==> src/rtl/mem_arb_pkg.sv <==
// rtl/mem_arb_pkg.sv - shared encodings for the fetch/data memory arbiter
// Purpose: FSM state and grant encodings, full byte-enable constant and
//          wait-counter width used across the arbiter files.
package mem_arb_pkg;
  typedef enum logic [1:0] {
    ARB_IDLE = 2'd0,
    ARB_BUSY = 2'd1,
    ARB_DONE = 2'd2
  } arb_state_t;

  typedef enum logic {
    GNT_IF = 1'b0,
    GNT_D  = 1'b1
  } gnt_t;

  localparam logic [3:0] BE_FULL = 4'hF;
  localparam int         CNT_W   = 4;
endpackage

==> src/rtl/mem_arbiter_if.sv <==
// rtl/mem_arbiter_if.sv - request, response and memory-command bundle of the arbiter
// Purpose: groups the fetch port, the load/store port, the memory macro port
//          and the pipeline stall line.
// Modports: slave  - the arbiter (takes requests and mem_rdata, drives the rest)
//           master - the environment (core stages plus memory macro)
interface mem_arbiter_if;
  logic        if_req;
  logic [31:0] if_addr;
  logic        if_ready;
  logic [31:0] if_rdata;
  logic        d_req;
  logic        d_we;
  logic [3:0]  d_be;
  logic [31:0] d_addr;
  logic [31:0] d_wdata;
  logic        d_ready;
  logic [31:0] d_rdata;
  logic        mem_en;
  logic        mem_we;
  logic [3:0]  mem_be;
  logic [31:0] mem_addr;
  logic [31:0] mem_wdata;
  logic [31:0] mem_rdata;
  logic        stall_read;

  modport slave (
    input  if_req, if_addr, d_req, d_we, d_be, d_addr, d_wdata, mem_rdata,
    output if_ready, if_rdata, d_ready, d_rdata,
    output mem_en, mem_we, mem_be, mem_addr, mem_wdata, stall_read
  );

  modport master (
    output if_req, if_addr, d_req, d_we, d_be, d_addr, d_wdata, mem_rdata,
    input  if_ready, if_rdata, d_ready, d_rdata,
    input  mem_en, mem_we, mem_be, mem_addr, mem_wdata, stall_read
  );
endinterface

==> src/rtl/arb_wait_counter.sv <==
// rtl/arb_wait_counter.sv - loadable down-counter timing the memory read latency
// Purpose: loads a latency value, counts down to zero and holds there.
// Ports: i_clk, i_reset (async active-low), i_load, i_value[CNT_W-1:0], o_zero
module arb_wait_counter
  import mem_arb_pkg::*;
(
  input  logic             i_clk,
  input  logic             i_reset,
  input  logic             i_load,
  input  logic [CNT_W-1:0] i_value,
  output logic             o_zero
);
  logic [CNT_W-1:0] r_count;

  always_ff @(posedge i_clk or negedge i_reset) begin
    if (!i_reset) begin
      r_count <= '0;
    end else if (i_load) begin
      r_count <= i_value;
    end else if (r_count != '0) begin
      r_count <= r_count - 1'b1;
    end
  end

  assign o_zero = (r_count == '0);
endmodule

==> src/rtl/mem_arbiter.sv <==
// rtl/mem_arbiter.sv - shares one fixed-latency memory between fetch and load/store
// Purpose: samples fetch/data requests when idle, issues one registered memory
//          command, waits LATENCY cycles, returns read data with a one-cycle
//          ready pulse to the granted requester and stalls the pipeline meanwhile.
// Ports: i_clk, i_reset (async active-low), io_bus (mem_arbiter_if.slave)
// Parameter: LATENCY (1..15) cycles from the mem_en cycle to valid mem_rdata.
// Config: MEM_ARB_RR_EN - on a tie the requester not granted last wins;
//         undefined - on a tie data always wins.
module mem_arbiter
  import mem_arb_pkg::*;
#(
  parameter int LATENCY = 1
) (
  input logic          i_clk,
  input logic          i_reset,
  mem_arbiter_if.slave io_bus
);
  localparam logic [CNT_W-1:0] LAT = CNT_W'(LATENCY);

  arb_state_t  r_state, w_next_state;
  gnt_t        r_gnt, w_gnt;
  logic        w_start, w_finish, w_zero;
  logic        r_mem_en, r_mem_we;
  logic [3:0]  r_mem_be;
  logic [31:0] r_mem_addr, r_mem_wdata;
  logic        r_if_ready, r_d_ready;
  logic [31:0] r_if_rdata, r_d_rdata;
  logic        w_addr_lsb_unused;

  // Word-aligned memory: the byte offset of either address never matters.
  assign w_addr_lsb_unused = ^{io_bus.if_addr[1:0], io_bus.d_addr[1:0]};

`ifdef MEM_ARB_RR_EN
  gnt_t r_last_gnt;
`endif

  always_comb begin
    w_gnt = io_bus.d_req ? GNT_D : GNT_IF;
`ifdef MEM_ARB_RR_EN
    if (io_bus.if_req && io_bus.d_req) begin
      w_gnt = (r_last_gnt == GNT_IF) ? GNT_D : GNT_IF;
    end
`endif
  end

  arb_wait_counter u_wait (
    .i_clk   (i_clk),
    .i_reset (i_reset),
    .i_load  (w_start),
    .i_value (LAT),
    .o_zero  (w_zero)
  );

  always_ff @(posedge i_clk or negedge i_reset) begin
    if (!i_reset) r_state <= ARB_IDLE;
    else          r_state <= w_next_state;
  end

  // DONE spends one cycle ignoring requests: the winner still holds its
  // request during the ready cycle and must not be sampled a second time.
  always_comb begin
    w_next_state = r_state;
    w_start      = 1'b0;
    w_finish     = 1'b0;
    case (r_state)
      ARB_IDLE: begin
        if (io_bus.if_req || io_bus.d_req) begin
          w_start      = 1'b1;
          w_next_state = ARB_BUSY;
        end
      end
      ARB_BUSY: begin
        if (w_zero) begin
          w_finish     = 1'b1;
          w_next_state = ARB_DONE;
        end
      end
      ARB_DONE: w_next_state = ARB_IDLE;
      default:  w_next_state = ARB_IDLE;
    endcase
  end

  always_ff @(posedge i_clk or negedge i_reset) begin
    if (!i_reset) begin
      r_gnt       <= GNT_IF;
      r_mem_en    <= 1'b0;
      r_mem_we    <= 1'b0;
      r_mem_be    <= '0;
      r_mem_addr  <= '0;
      r_mem_wdata <= '0;
      r_if_ready  <= 1'b0;
      r_if_rdata  <= '0;
      r_d_ready   <= 1'b0;
      r_d_rdata   <= '0;
`ifdef MEM_ARB_RR_EN
      r_last_gnt  <= GNT_IF;
`endif
    end else begin
      r_mem_en   <= w_start;
      r_if_ready <= 1'b0;
      r_d_ready  <= 1'b0;
      if (w_start) begin
        r_gnt <= w_gnt;
`ifdef MEM_ARB_RR_EN
        r_last_gnt <= w_gnt;
`endif
        if (w_gnt == GNT_D) begin
          r_mem_we    <= io_bus.d_we;
          r_mem_be    <= io_bus.d_be;
          r_mem_addr  <= {io_bus.d_addr[31:2], 2'b00};
          r_mem_wdata <= io_bus.d_wdata;
        end else begin
          r_mem_we    <= 1'b0;
          r_mem_be    <= BE_FULL;
          r_mem_addr  <= {io_bus.if_addr[31:2], 2'b00};
          r_mem_wdata <= '0;
        end
      end
      if (w_finish) begin
        if (r_gnt == GNT_D) begin
          r_d_ready <= 1'b1;
          r_d_rdata <= r_mem_we ? 32'h0 : io_bus.mem_rdata;
        end else begin
          r_if_ready <= 1'b1;
          r_if_rdata <= io_bus.mem_rdata;
        end
      end
    end
  end

  assign io_bus.mem_en     = r_mem_en;
  assign io_bus.mem_we     = r_mem_we;
  assign io_bus.mem_be     = r_mem_be;
  assign io_bus.mem_addr   = r_mem_addr;
  assign io_bus.mem_wdata  = r_mem_wdata;
  assign io_bus.if_ready   = r_if_ready;
  assign io_bus.if_rdata   = r_if_rdata;
  assign io_bus.d_ready    = r_d_ready;
  assign io_bus.d_rdata    = r_d_rdata;
  assign io_bus.stall_read = (io_bus.if_req & ~r_if_ready) | (io_bus.d_req & ~r_d_ready);
endmodule

==> src/flat_wrapper.sv <==
// flat-port wrapper written by rule: the top's interface ports become plain ports
module mem_arbiter_flat import mem_arb_pkg::*;
#(
  parameter int LATENCY = 1
)
  (i_clk, i_reset, io_bus_if_req, io_bus_if_addr, io_bus_d_req, io_bus_d_we, io_bus_d_be, io_bus_d_addr, io_bus_d_wdata, io_bus_mem_rdata, io_bus_if_ready, io_bus_if_rdata, io_bus_d_ready, io_bus_d_rdata, io_bus_mem_en, io_bus_mem_we, io_bus_mem_be, io_bus_mem_addr, io_bus_mem_wdata, io_bus_stall_read);
  mem_arbiter_if io_bus_i ();
  input logic i_clk;
  input logic i_reset;
  input wire logic [$bits(io_bus_i.if_req)-1:0] io_bus_if_req;
  input wire logic [$bits(io_bus_i.if_addr)-1:0] io_bus_if_addr;
  input wire logic [$bits(io_bus_i.d_req)-1:0] io_bus_d_req;
  input wire logic [$bits(io_bus_i.d_we)-1:0] io_bus_d_we;
  input wire logic [$bits(io_bus_i.d_be)-1:0] io_bus_d_be;
  input wire logic [$bits(io_bus_i.d_addr)-1:0] io_bus_d_addr;
  input wire logic [$bits(io_bus_i.d_wdata)-1:0] io_bus_d_wdata;
  input wire logic [$bits(io_bus_i.mem_rdata)-1:0] io_bus_mem_rdata;
  output wire logic [$bits(io_bus_i.if_ready)-1:0] io_bus_if_ready;
  output wire logic [$bits(io_bus_i.if_rdata)-1:0] io_bus_if_rdata;
  output wire logic [$bits(io_bus_i.d_ready)-1:0] io_bus_d_ready;
  output wire logic [$bits(io_bus_i.d_rdata)-1:0] io_bus_d_rdata;
  output wire logic [$bits(io_bus_i.mem_en)-1:0] io_bus_mem_en;
  output wire logic [$bits(io_bus_i.mem_we)-1:0] io_bus_mem_we;
  output wire logic [$bits(io_bus_i.mem_be)-1:0] io_bus_mem_be;
  output wire logic [$bits(io_bus_i.mem_addr)-1:0] io_bus_mem_addr;
  output wire logic [$bits(io_bus_i.mem_wdata)-1:0] io_bus_mem_wdata;
  output wire logic [$bits(io_bus_i.stall_read)-1:0] io_bus_stall_read;
  assign io_bus_i.if_req = io_bus_if_req;
  assign io_bus_i.if_addr = io_bus_if_addr;
  assign io_bus_i.d_req = io_bus_d_req;
  assign io_bus_i.d_we = io_bus_d_we;
  assign io_bus_i.d_be = io_bus_d_be;
  assign io_bus_i.d_addr = io_bus_d_addr;
  assign io_bus_i.d_wdata = io_bus_d_wdata;
  assign io_bus_i.mem_rdata = io_bus_mem_rdata;
  assign io_bus_if_ready = io_bus_i.if_ready;
  assign io_bus_if_rdata = io_bus_i.if_rdata;
  assign io_bus_d_ready = io_bus_i.d_ready;
  assign io_bus_d_rdata = io_bus_i.d_rdata;
  assign io_bus_mem_en = io_bus_i.mem_en;
  assign io_bus_mem_we = io_bus_i.mem_we;
  assign io_bus_mem_be = io_bus_i.mem_be;
  assign io_bus_mem_addr = io_bus_i.mem_addr;
  assign io_bus_mem_wdata = io_bus_i.mem_wdata;
  assign io_bus_stall_read = io_bus_i.stall_read;
  mem_arbiter #(.LATENCY(LATENCY)) u_core (.i_clk(i_clk), .i_reset(i_reset), .io_bus(io_bus_i));
endmodule
==> config.mk <==
export PLATFORM = sky130hd
export DESIGN_NAME = mem_arbiter_flat
export DESIGN_NICKNAME = d
export VERILOG_FILES = /design/src/rtl/mem_arb_pkg.sv /design/src/rtl/mem_arbiter_if.sv /design/src/rtl/arb_wait_counter.sv /design/src/rtl/mem_arbiter.sv /design/src/flat_wrapper.sv
export SDC_FILE = /design/constraint.sdc
export NUM_CORES = 1
export LEC_CHECK = 0
export CAP_MARGIN = 20
export CORE_MARGIN = 4
export CORE_UTILIZATION = 42
export DETAILED_ROUTE_END_ITERATION = 8
export GPL_TIMING_DRIVEN = 0
export PLACE_DENSITY = 0.81
export SLEW_MARGIN = 40
export SYNTH_ARGS = -nofsm -noshare
export SYNTH_HDL_FRONTEND = slang
export SYNTH_HIERARCHICAL = 1
export SYNTH_SLANG_ARGS = --single-unit
==> constraint.sdc <==
create_clock -name i_clk -period 2.2 [get_ports i_clk]
set_input_delay 0.33 -clock i_clk [delete_from_list [all_inputs] [get_ports i_clk]]
set_output_delay 0.33 -clock i_clk [all_outputs]
set_load 0.01 [all_outputs]
Word level (Yosys, flattened, before mapping):

Index checks and enable logic that the tools add are counted.

* bits in registers: 143
* bits of input ports: 137
* output and inout bits: 137
* word-level logic and storage cells: 49

* add/sub/neg operators: 1
* eq/ne operators: 3
* mux-type cells: 19
* bitwise logic cells: 6
* reduce and logical (&&, ||, !) cells: 8

Operators with widths (number)
* $mux W32: 3
* $mux W4: 3
* $mux W1: 10
* $reduce_and A2 Y1: 3
* $logic_not A4 Y1: 1
* $mux W2: 2
* $pmux W2 S2: 1
* $reduce_bool A4 Y1: 1
* $sub A4 B1 Y4 const B: 1
* $not A1 Y1: 3
* $and A1 B1 Y1: 2
* $eq A2 B1 Y1 const B: 1
* $logic_not A2 Y1: 1
* $ne A2 B1 Y1 const B: 1
* $ne A2 B2 Y1 const B: 1
* $reduce_bool A2 Y1: 1
* $logic_or A1 B1 Y1: 1
* $or A1 B1 Y1: 1

Longest topological paths before layout:

Gate-level depths: netlist of run 1.

* word-level depth: 4
* mapped depth: 8
* depth with buffers taken out: 6

By module:

Netlist of run 1, hierarchy kept.

Modules (own cells, without submodules)
* mem_arbiter: instances 1, cells each 409, area each 5691.7 um2
* arb_wait_counter: instances 1, cells each 22, area each 234.0 um2

Worst setup path after synthesis of run 1:

OpenSTA, ideal clock, no wires.

* kind: register to register
* start: register u_core.u_wait.r_count[0]
* end: register u_core.r_if_rdata[10], in the netlist u_core/io_bus.if_rdata[10]
* setup time: 0.125 ns
* arrival: 1.796 ns
* required time: 2.075 ns
* slack: 0.279 ns
* cell stages (with the launch flop): 9
* buffers on the path: 2
* period minus slack after synthesis: 1.921 ns
* cells stage by stage: dfrtp_1 inv_1 ha_1 nor3b_4 and3b_1 nor2b_4 buf_6 buf_12 mux2_4

* cells in the longest elaborated chain, start to end: 4

RTL lines
* start: declaration: line arb_wait_counter.sv:13 `logic [CNT_W-1:0] r_count;`
* start signal: assignment: line arb_wait_counter.sv:19 `r_count <= i_value;`
* start signal: assignment: line arb_wait_counter.sv:21 `r_count <= r_count - 1'b1;`
* $logic_not A4 Y1: line arb_wait_counter.sv:25 `assign o_zero = (r_count == '0);`
* via u_core.w_zero: line mem_arbiter.sv:22 `logic w_start, w_finish, w_zero;`
* $mux W1: line mem_arbiter.sv:73 `if (w_zero) begin`
* $mux W1: line mem_arbiter.sv:65 `case (r_state)`
* $reduce_and A2 Y1 (no source line)
* end signal: assignment: line mem_arbiter.sv:125 `r_if_rdata <= io_bus.mem_rdata;`
* end: declaration: line mem_arbiter.sv:27 `logic [31:0] r_if_rdata, r_d_rdata;`

The timed path passes the listed nets, and every way through them passes these cells.
A chain may end at the register's enable or synchronous reset.

Worst setup path in the final report of run 1:

* start: register u_core.u_wait.r_count[0]
* end: register u_core.r_if_rdata[15], in the netlist u_core/io_bus.if_rdata[15]

The elaborated chain is that of the path after synthesis.

==> flow_summary_export.csv, run 1 <==
group,metric,value,unit
cts,clk_pin_slew,0.06,ns
setup_path,cp-end-kind,"flop",
power,swShare,30.5,%
sta,period_share,95.5,%
layout,final_layout_size_suffix_gt1_share,18.2,%
logic_synthesis,synth_area,5930,um2
layout,fill_cells,958,
layout,fin_nets,862,
layout,diodes,0,
route,routed_wl,16700,um
route,drtPass1Iterations,4,
layout,fin_area,9530,um2
cts,max-clock-path-buffers,2,
place,gp_congestion,0.855,
setup_path,cp_cell_sequence,"inv_1 > ha_1 > nor3b_4 > and3b_1 > nor2b_4 > buf_6 > buf_12 > mux2_4",
route,drcViolationCount,0,
sta,slew_viol_final,0,
cts,clock_insertion_delay_worst_skew,0.41,ns
grt,grt_max_degree,62,
floorplan,io_pins,274,
layout,area_growth,60.8,%
setup_path,cp-startpoint,"u_core/u_wait/r_count[0]$_DFFE_PN0P_",
logic_synthesis,seq_area_frac_synth,59.5,%
power,clkPwrFrac,22.0,%
setup_path,worstPathRequired,2.50,ns
sta,period_minus_slack,2.10,ns
power,max-vdd-ir-drop,727,uV
cts,cts_tree,"done",
sta,skew,0.00669,ns
setup_path,slowest_stage,"dfrtp_1",
route,viasPerCell,4.88,
sta,tightest_slew,0.622,ns
sta,max_slew_margin,58.5,%
setup_path,worst-path-stages,8,
sta,whs,0.392,ns
setup_path,crit_type,"reg2reg",
sta,hold_viol_final,0,
job,maxCapViolCount,0,
place,placed_area,8890,um2
layout,final_common_cell,"clkdlybuf4s50_1",
grt,grt_usage,20.9,%
grt,gr-total-overflow,0,
worst_hold_path,hp-class,"in2async",
setup_path,start_kind,"flop",
outcome,status,"complete, no violations",
cts,clockRootBuffer,"clkbuf_16",
setup_path,crit_arrival,2.40,ns
route,drt-wirelength-per-cell,18.2,um
route,antenna_left,0,
floorplan,initial_core_util,42.9,%
setup_path,worstPathMaxFanout,10,
floorplan,die-area,16100,um2
logic_synthesis,ys_ff_latch,141,
route,vias,4477,
power,p_seq_share,34.0,%
sta,setup_viol,0,
grt,grt_pass1_wl,26600,um
power,power_density,1400,nW/um2
floorplan,die_w,127,um
place,io_buffers,266,
setup_path,r2r_cells,8,
place,dpl.hpwl,12600,um
power,switching_power,4.08,mW
layout,final_cell_mix,"265 x clkdlybuf4s50_1, 141 x dfrtp_1, 48 x mux2_2",
power,p_leak,4.12,nW
logic_synthesis,syn_area_per_cell,13.7,um2
setup_path,reg2reg_from,"u_core/u_wait/r_count[0]$_DFFE_PN0P_",
power,internal-power,9.29,mW
floorplan,die_h,127,um
cts,clock_tree.htree_level_count,4,
logic_synthesis,synth_cells,431,
logic_synthesis,yosys_warnings,6,
setup_path,cp_top_family,"simple AND/OR/NAND/NOR gates",
setup_path,cp_num_buf_inv,3,
logic_synthesis,synth_cell_types,34,
layout,multi_input_area,2190,um2
cts,clkSinkCount,141,
grt,antenna_found_initial,0,
cts,cts_buffers,17,
sta,rsz0062_at_grt,"no",
floorplan,row_count,43,
layout,seq_area,3530,um2
sta,clock.fmax,0.476,GHz
floorplan,core,13800,um2
grt,grt_pass1_vias,5032,
route,drtIter0Drc,125,
setup_path,cpPeakStageDelay,0.37,ns
power,pwr-share-comb,43.9,%
==> cell usage after synthesis (all sizes together) <==
cell type	instances	area [um2]
dfrtp	141	3530
mux2	93	1160
nand2	36	135
o21ai	36	191
a22o	33	289
nand2b	33	206
buf	16	146
clkbuf	14	52.6
inv	6	25.0
o22a	4	35.0
nor3	3	20.0
conb	2	7.51
mux2i	2	20.0
nor2b	2	20.0
nor3b	2	26.3
a21o	1	7.51
a221o	1	10.0
and3b	1	8.76
ha	1	12.5
nand4b	1	8.76
nor2	1	3.75
o22ai	1	6.26
xnor2	1	8.76
==> power groups by stage <==
stage	Sequential, mW	Clock [mW]	Combinational [mW]
finish	4.55	2.95	5.87
global placement	4.50	0	5.76
CTS	4.56	3.02	5.95
global route	4.71	3.14	6.31
floorplan	5.03	0	2.13
detailed placement	4.57	0	5.90
==> worst register-to-register path, delay by kind of cell, from the launching register on <==
family / cells / cell delay, ns
DFF: 1 / 0.37
adders and majority gates: 1 / 0.22
buffers and inverters: 3 / 0.42
muxes: 1 / 0.31
and+or+nand+nor: 3 / 0.67
==> final cells by class <==
type / instances / share of cell area, %
clock buffers: 22 / 5.08
clock inverters: 10 / 1.43
multi-input cells: 258 / 23.0
inverters: 6 / 0.263
flip-flops and latches: 141 / 37.0
well taps: 180 / 2.36
repair buffers: 271 / 28.8
plain buffers: 29 / 2.05
==> timing repair <==
item,in CTS,in global routing
buffers inserted,0,2
gates resized for setup,0,1
hold endpoints to repair,23,0
hold buffers,1,0
setup endpoints to repair,0,32
==> cell families (layout without fill, tap and decap cells) <==
group           Yosys count  in the layout  synth area share (%)
compound gates           76             76                  9.10
xor+xnor                  1              1                 0.148
fa+ha+maj                 1              1                 0.211
buf+inv                  36            338                  3.78
flops                   141            141                  59.5
mux                      95             95                  19.8
other cells               2              6                 0.127
simple gates             79             79                  7.24
==> layer usage <==
metal | up-vias | wire (um) | global-route usage, %
li1 | 2088 | - | -
met1 | 2151 | 6240 | 23.0
met2 | 200 | 8340 | 36.0
met3 | 38 | 1570 | 7.75
met4 | 0 | 515 | 9.65
met5 | - | 0 | 0
==> metrics by stage <==
step                total power, mW  worst slack, ns  util (%)  std cells  setup TNS, ns
floorplan                      7.16            0.279         -        435              0
global placement               10.3            -4.47      63.8        881        -629.03
detailed placement             10.5         -0.00326      64.3        883       -0.00326
CTS                            13.5           0.0618      68.8        916              0
global route                   14.2           0.0141      68.9        917              0
finish                         13.4           0.0992      68.9        917              0
==> flip-flops by register name, indices dropped and copies added, names as in the netlist <==
| signal | count |
|---|---|
| u_core/io_bus.d_rdata | 32 |
| u_core/io_bus.d_ready | 1 |
| u_core/io_bus.if_rdata | 32 |
| u_core/io_bus.if_ready | 1 |
| u_core/io_bus.mem_addr | 30 |
| u_core/io_bus.mem_be | 4 |
| u_core/io_bus.mem_en | 1 |
| u_core/io_bus.mem_wdata | 32 |
| u_core/io_bus.mem_we | 1 |
| u_core/r_gnt | 1 |
| u_core/r_state | 2 |
| u_core/u_wait/r_count | 4 |
==> worst paths after layout <==
check                           slack, ns                                      end
worst max-delay path                  0.1   u_core/io_bus.if_rdata[15]$_DFFE_PN0P_
worst min-delay path                 0.39   u_core/io_bus.mem_addr[20]$_DFFE_PN0P_
worst max register to register        0.1   u_core/io_bus.if_rdata[15]$_DFFE_PN0P_
worst min register to register       0.48    u_core/io_bus.d_rdata[31]$_DFFE_PN0P_
max in group asynchronous            0.95  u_core/io_bus.mem_wdata[11]$_DFFE_PN0P_
min in group i_clk                   0.41   u_core/io_bus.mem_addr[31]$_DFFE_PN0P_
No activity file was read; power rests on OpenSTA's default activity.
==> inputs of run 2 (changes only) <==
--- a/config.mk
+++ b/config.mk
@@ -14,5 +14,4 @@
 export SLEW_MARGIN = 40
 export SYNTH_ARGS = -nofsm -noshare
 export SYNTH_HDL_FRONTEND = slang
-export SYNTH_HIERARCHICAL = 1
 export SYNTH_SLANG_ARGS = --single-unit
==> constraint.sdc (replaced) <==
create_clock -name i_clk -period 2 [get_ports i_clk]
set_input_delay 0.3 -clock i_clk [delete_from_list [all_inputs] [get_ports i_clk]]
set_output_delay 0.3 -clock i_clk [all_outputs]
set_load 0.01 [all_outputs]
==> run 2 against run 1 <==
  * Cell area increased by 2.9%
  * Maximum frequency decreased by 1.3%
  * Global-route usage increased by 0.17 points
  * Largest power group unchanged
  * Die area decreased by 0.14%
  * Setup slack got worse by 0.23 ns
  * First-iteration DRC count increased by 26%
  * The flow now finishes with violations (setup timing)
  * Count of clock-buffer cells in the layout decreased by 2
  * Largest cell class unchanged
  * Synthesized cell count decreased by 8.8%
  * Worst hold slack improved by 0.020 ns
  * Routed wire length increased by 1.3%
==> flow_summary_export.csv, run 2 <==
group,metric,value,unit
outcome,status,"complete, but fails checks",
outcome,violations,"setup timing",
power,power_density,1580,nW/um2
place,io_buffers,266,
sta,whs,0.412,ns
grt,gr-total-overflow,0,
power,switching_power,4.72,mW
layout,final_cell_mix,"264 x clkdlybuf4s50_1, 141 x dfrtp_1, 73 x mux2_2",
grt,grt_usage,21.1,%
setup_path,slowest_stage,"dfrtp_1",
layout,seq_area,3530,um2
sta,max_slew_margin,49.8,%
setup_path,start_kind,"flop",
layout,final_common_cell,"clkdlybuf4s50_1",
setup_path,cp_num_buf_inv,3,
power,clkPwrFrac,20.8,%
grt,grt_max_degree,78,
route,routed_wl,16900,um
route,drtPass1Iterations,4,
cts,clock_insertion_delay_worst_skew,0.42,ns
sta,slew_viol_final,0,
logic_synthesis,synth_common_cells,"141 x dfrtp_1, 95 x mux2_2, 33 x a22o_1, 32 x nor2b_1, 29 x mux2_4",
layout,final_layout_size_suffix_gt1_share,27.1,%
place,placedCellCount,841,
logic_synthesis,synth_top_area_share,59.6,%
route,antenna_left,0,
sta,fin_ws,-0.129,ns
logic_synthesis,ys_top_cells_by_area,"dfrtp_1 60%, mux2_2 18%, mux2_4 7.4%",
power,swShare,30.5,%
layout,area_growth,65.7,%
place,gp_congestion,0.831,
floorplan,row_count,43,
floorplan,die-area,16100,um2
grt,grt_pass1_wl,26600,um
route,viasPerCell,4.93,
logic_synthesis,synthMostInstantiatedCell,"dfrtp_1",
layout,fin_nets,837,
power,p_seq_share,32.5,%
layout,fin_area,9810,um2
job,maxCapViolCount,0,
layout,fin_cells,891,
cts,cts_buffers,17,
sta,rsz0062_at_grt,"yes",
cts,clockRootBuffer,"clkbuf_16",
cts,cts_tree,"done",
setup_path,cpPeakStageDelay,0.40,ns
sta,skew,0.00548,ns
place,placed_area,8850,um2
grt,grt_pass1_vias,4876,
power,p_leak,4.30,nW
layout,fill_cells,929,
floorplan,die_w,127,um
setup_path,cp-end-kind,"flop",
floorplan,die_h,127,um
layout,diodes,0,
logic_synthesis,synth.largest_area_cell,"dfrtp_1",
grt,antenna_found_initial,0,
setup_path,cp_cell_sequence,"inv_2 > ha_4 > or3b_4 > or3_1 > buf_6 > buf_12 > mux2_4",
sta,period_minus_slack,2.13,ns
floorplan,core,13800,um2
place,pre_cts_ws,-0.598,ns
cts,clkSinkCount,141,
route,drtIter0Drc,158,
route,drcViolationCount,0,
power,max-vdd-ir-drop,859,uV
worst_hold_path,hp-class,"in2async",
logic_synthesis,async_flop_share,100,%
logic_synthesis,ys_ff_latch,141,
power,internal-power,10.8,mW
logic_synthesis,synth_area,5920,um2
logic_synthesis,seq_area_frac_synth,59.6,%
place,dpl.hpwl,12100,um
logic_synthesis,synth_cell_types,28,
sta,tightest_slew,0.748,ns
logic_synthesis,synth_edf_count,0,
setup_path,cp_top_family,"simple AND/OR/NAND/NOR gates",
power,pwr-share-comb,46.7,%
route,drt-wirelength-per-cell,19.0,um
logic_synthesis,synth_cells,393,
sta,hold_viol_final,0,
setup_path,worstPathRequired,2.30,ns
layout,multi_input_area,2300,um2
logic_synthesis,syn_area_per_cell,15.1,um2
floorplan,io_pins,274,
sta,tns,-5.98,ns
sta,period_share,106,%
setup_path,crit_arrival,2.43,ns
setup_path,worstPathMaxFanout,10,
cts,max-clock-path-buffers,2,
logic_synthesis,yosys_warnings,0,
setup_path,crit_type,"reg2reg",
cts,clk_pin_slew,0.06,ns
route,vias,4390,
logic_synthesis,synth_flop_cell,"dfrtp_1",
sta,clock.fmax,0.470,GHz
sta,setup_viol,63,
floorplan,initial_core_util,42.8,%
cts,clock_tree.htree_level_count,4,
[run 2: cell types whose count changed after synthesis, sizes merged, moves of 2 or more]
cell    before  now
mux2        93  124
nor2         1    3
mux2i        2    0
nand2       36    2
nand2b      33    1
xnor2        1    3
nor2b        2   32
o21ai       36    3
nor3         3    5
buf         16   12
[run 2: final cells by class]
| type | count | share of cell area [%] |
|---|---|---|
| multi-input combinational | 219 | 23.5 |
| inverter | 7 | 0.268 |
| buffer | 26 | 2.07 |
| clock buffer | 20 | 4.55 |
| tap | 180 | 2.30 |
| sequential | 141 | 36.0 |
| clock inverter | 12 | 1.63 |
| timing repair buffer | 286 | 29.7 |
[run 2: final timing paths]
| path | from | endpoint | slack, ns | cells past startpoint |
|---|---|---|---|---|
| worst min register to register | u_core.io_bus.mem_addr[30]$_DFFE_PN0P_ | u_core.io_bus.mem_addr[30]$_DFFE_PN0P_ | 0.50 | 1 |
| worst max-delay path | u_core.u_wait.r_count[1]$_DFFE_PN0P_ | u_core.io_bus.if_rdata[27]$_DFFE_PN0P_ | -0.13 | 7 |
| min in group i_clk | io_bus_d_be[2] | u_core.io_bus.mem_be[2]$_DFFE_PN0P_ | 0.48 | 2 |
| worst min-delay path | i_reset | u_core.io_bus.if_rdata[18]$_DFFE_PN0P_ | 0.41 | 2 |
| max in group asynchronous | i_reset | u_core.io_bus.mem_wdata[0]$_DFFE_PN0P_ | 0.86 | 3 |
| worst max register to register | u_core.u_wait.r_count[1]$_DFFE_PN0P_ | u_core.io_bus.if_rdata[27]$_DFFE_PN0P_ | -0.13 | 7 |
[run 2: power by group through the flow]
| stage | Combinational [mW] | Clock, mW | Sequential (mW) |
|---|---|---|---|
| 2_1_floorplan | 2.53 | 0 | 5.54 |
| 3_3_place_gp | 6.57 | 0 | 4.95 |
| 3_5_place_dp | 6.73 | 0 | 5.01 |
| 4_1_cts | 7.17 | 3.30 | 5.01 |
| 5_1_grt | 7.67 | 3.40 | 5.19 |
| 6_report | 7.22 | 3.23 | 5.03 |
[run 2: cells by family after synthesis]
family                     after synthesis  share of synthesized area (%)
other                                    1                         0.0634
AOI/OAI and AO/OA                       42                           5.96
muxes                                  124                           25.4
and+or+nand+nor                         46                           4.69
DFF                                    141                           59.6
adders and majority gates                2                          0.423
buffers and inverters                   34                           3.34
xor gates and xnor gates                 3                          0.444
[run 2: through the flow]
| step | power (mW) | utilization [%] |
|---|---|---|
| global route | 16.3 | 70.9 |
| finish | 15.5 | 70.9 |
| detailed placement | 11.7 | 64.0 |
| CTS | 15.5 | 70.3 |
| floorplan | 8.08 | - |
| global placement | 11.5 | 63.8 |
[run 2: repair_timing]
action | CTS | global route
hold endpoints to repair | 64 | 0
resized for setup | 38 | 9
setup endpoints to repair | 94 | 83
cloned | 2 | 1
hold buffers | 1 | 0
buffers inserted | 10 | 5
pin swaps | 2 | 1
[run 2: worst reg2reg max path, stage by stage, from the launching register on]
cell,delay [ns]
dfrtp_1,0.40
inv_2,0.09
ha_4,0.12
or3b_4,0.39
or3_1,0.40
buf_6,0.17
buf_12,0.16
mux2_4,0.30
[run 2: metal layers]
| layer | up-vias | track usage (%) | wire [um] |
|---|---|---|---|
| met3 | 30 | 6.32 | 1230 |
| met4 | 0 | 8.71 | 435 |
| met2 | 196 | 35.5 | 8470 |
| met5 | - | 0 | 0 |
| li1 | 2000 | - | - |
| met1 | 2164 | 25.3 | 6760 |
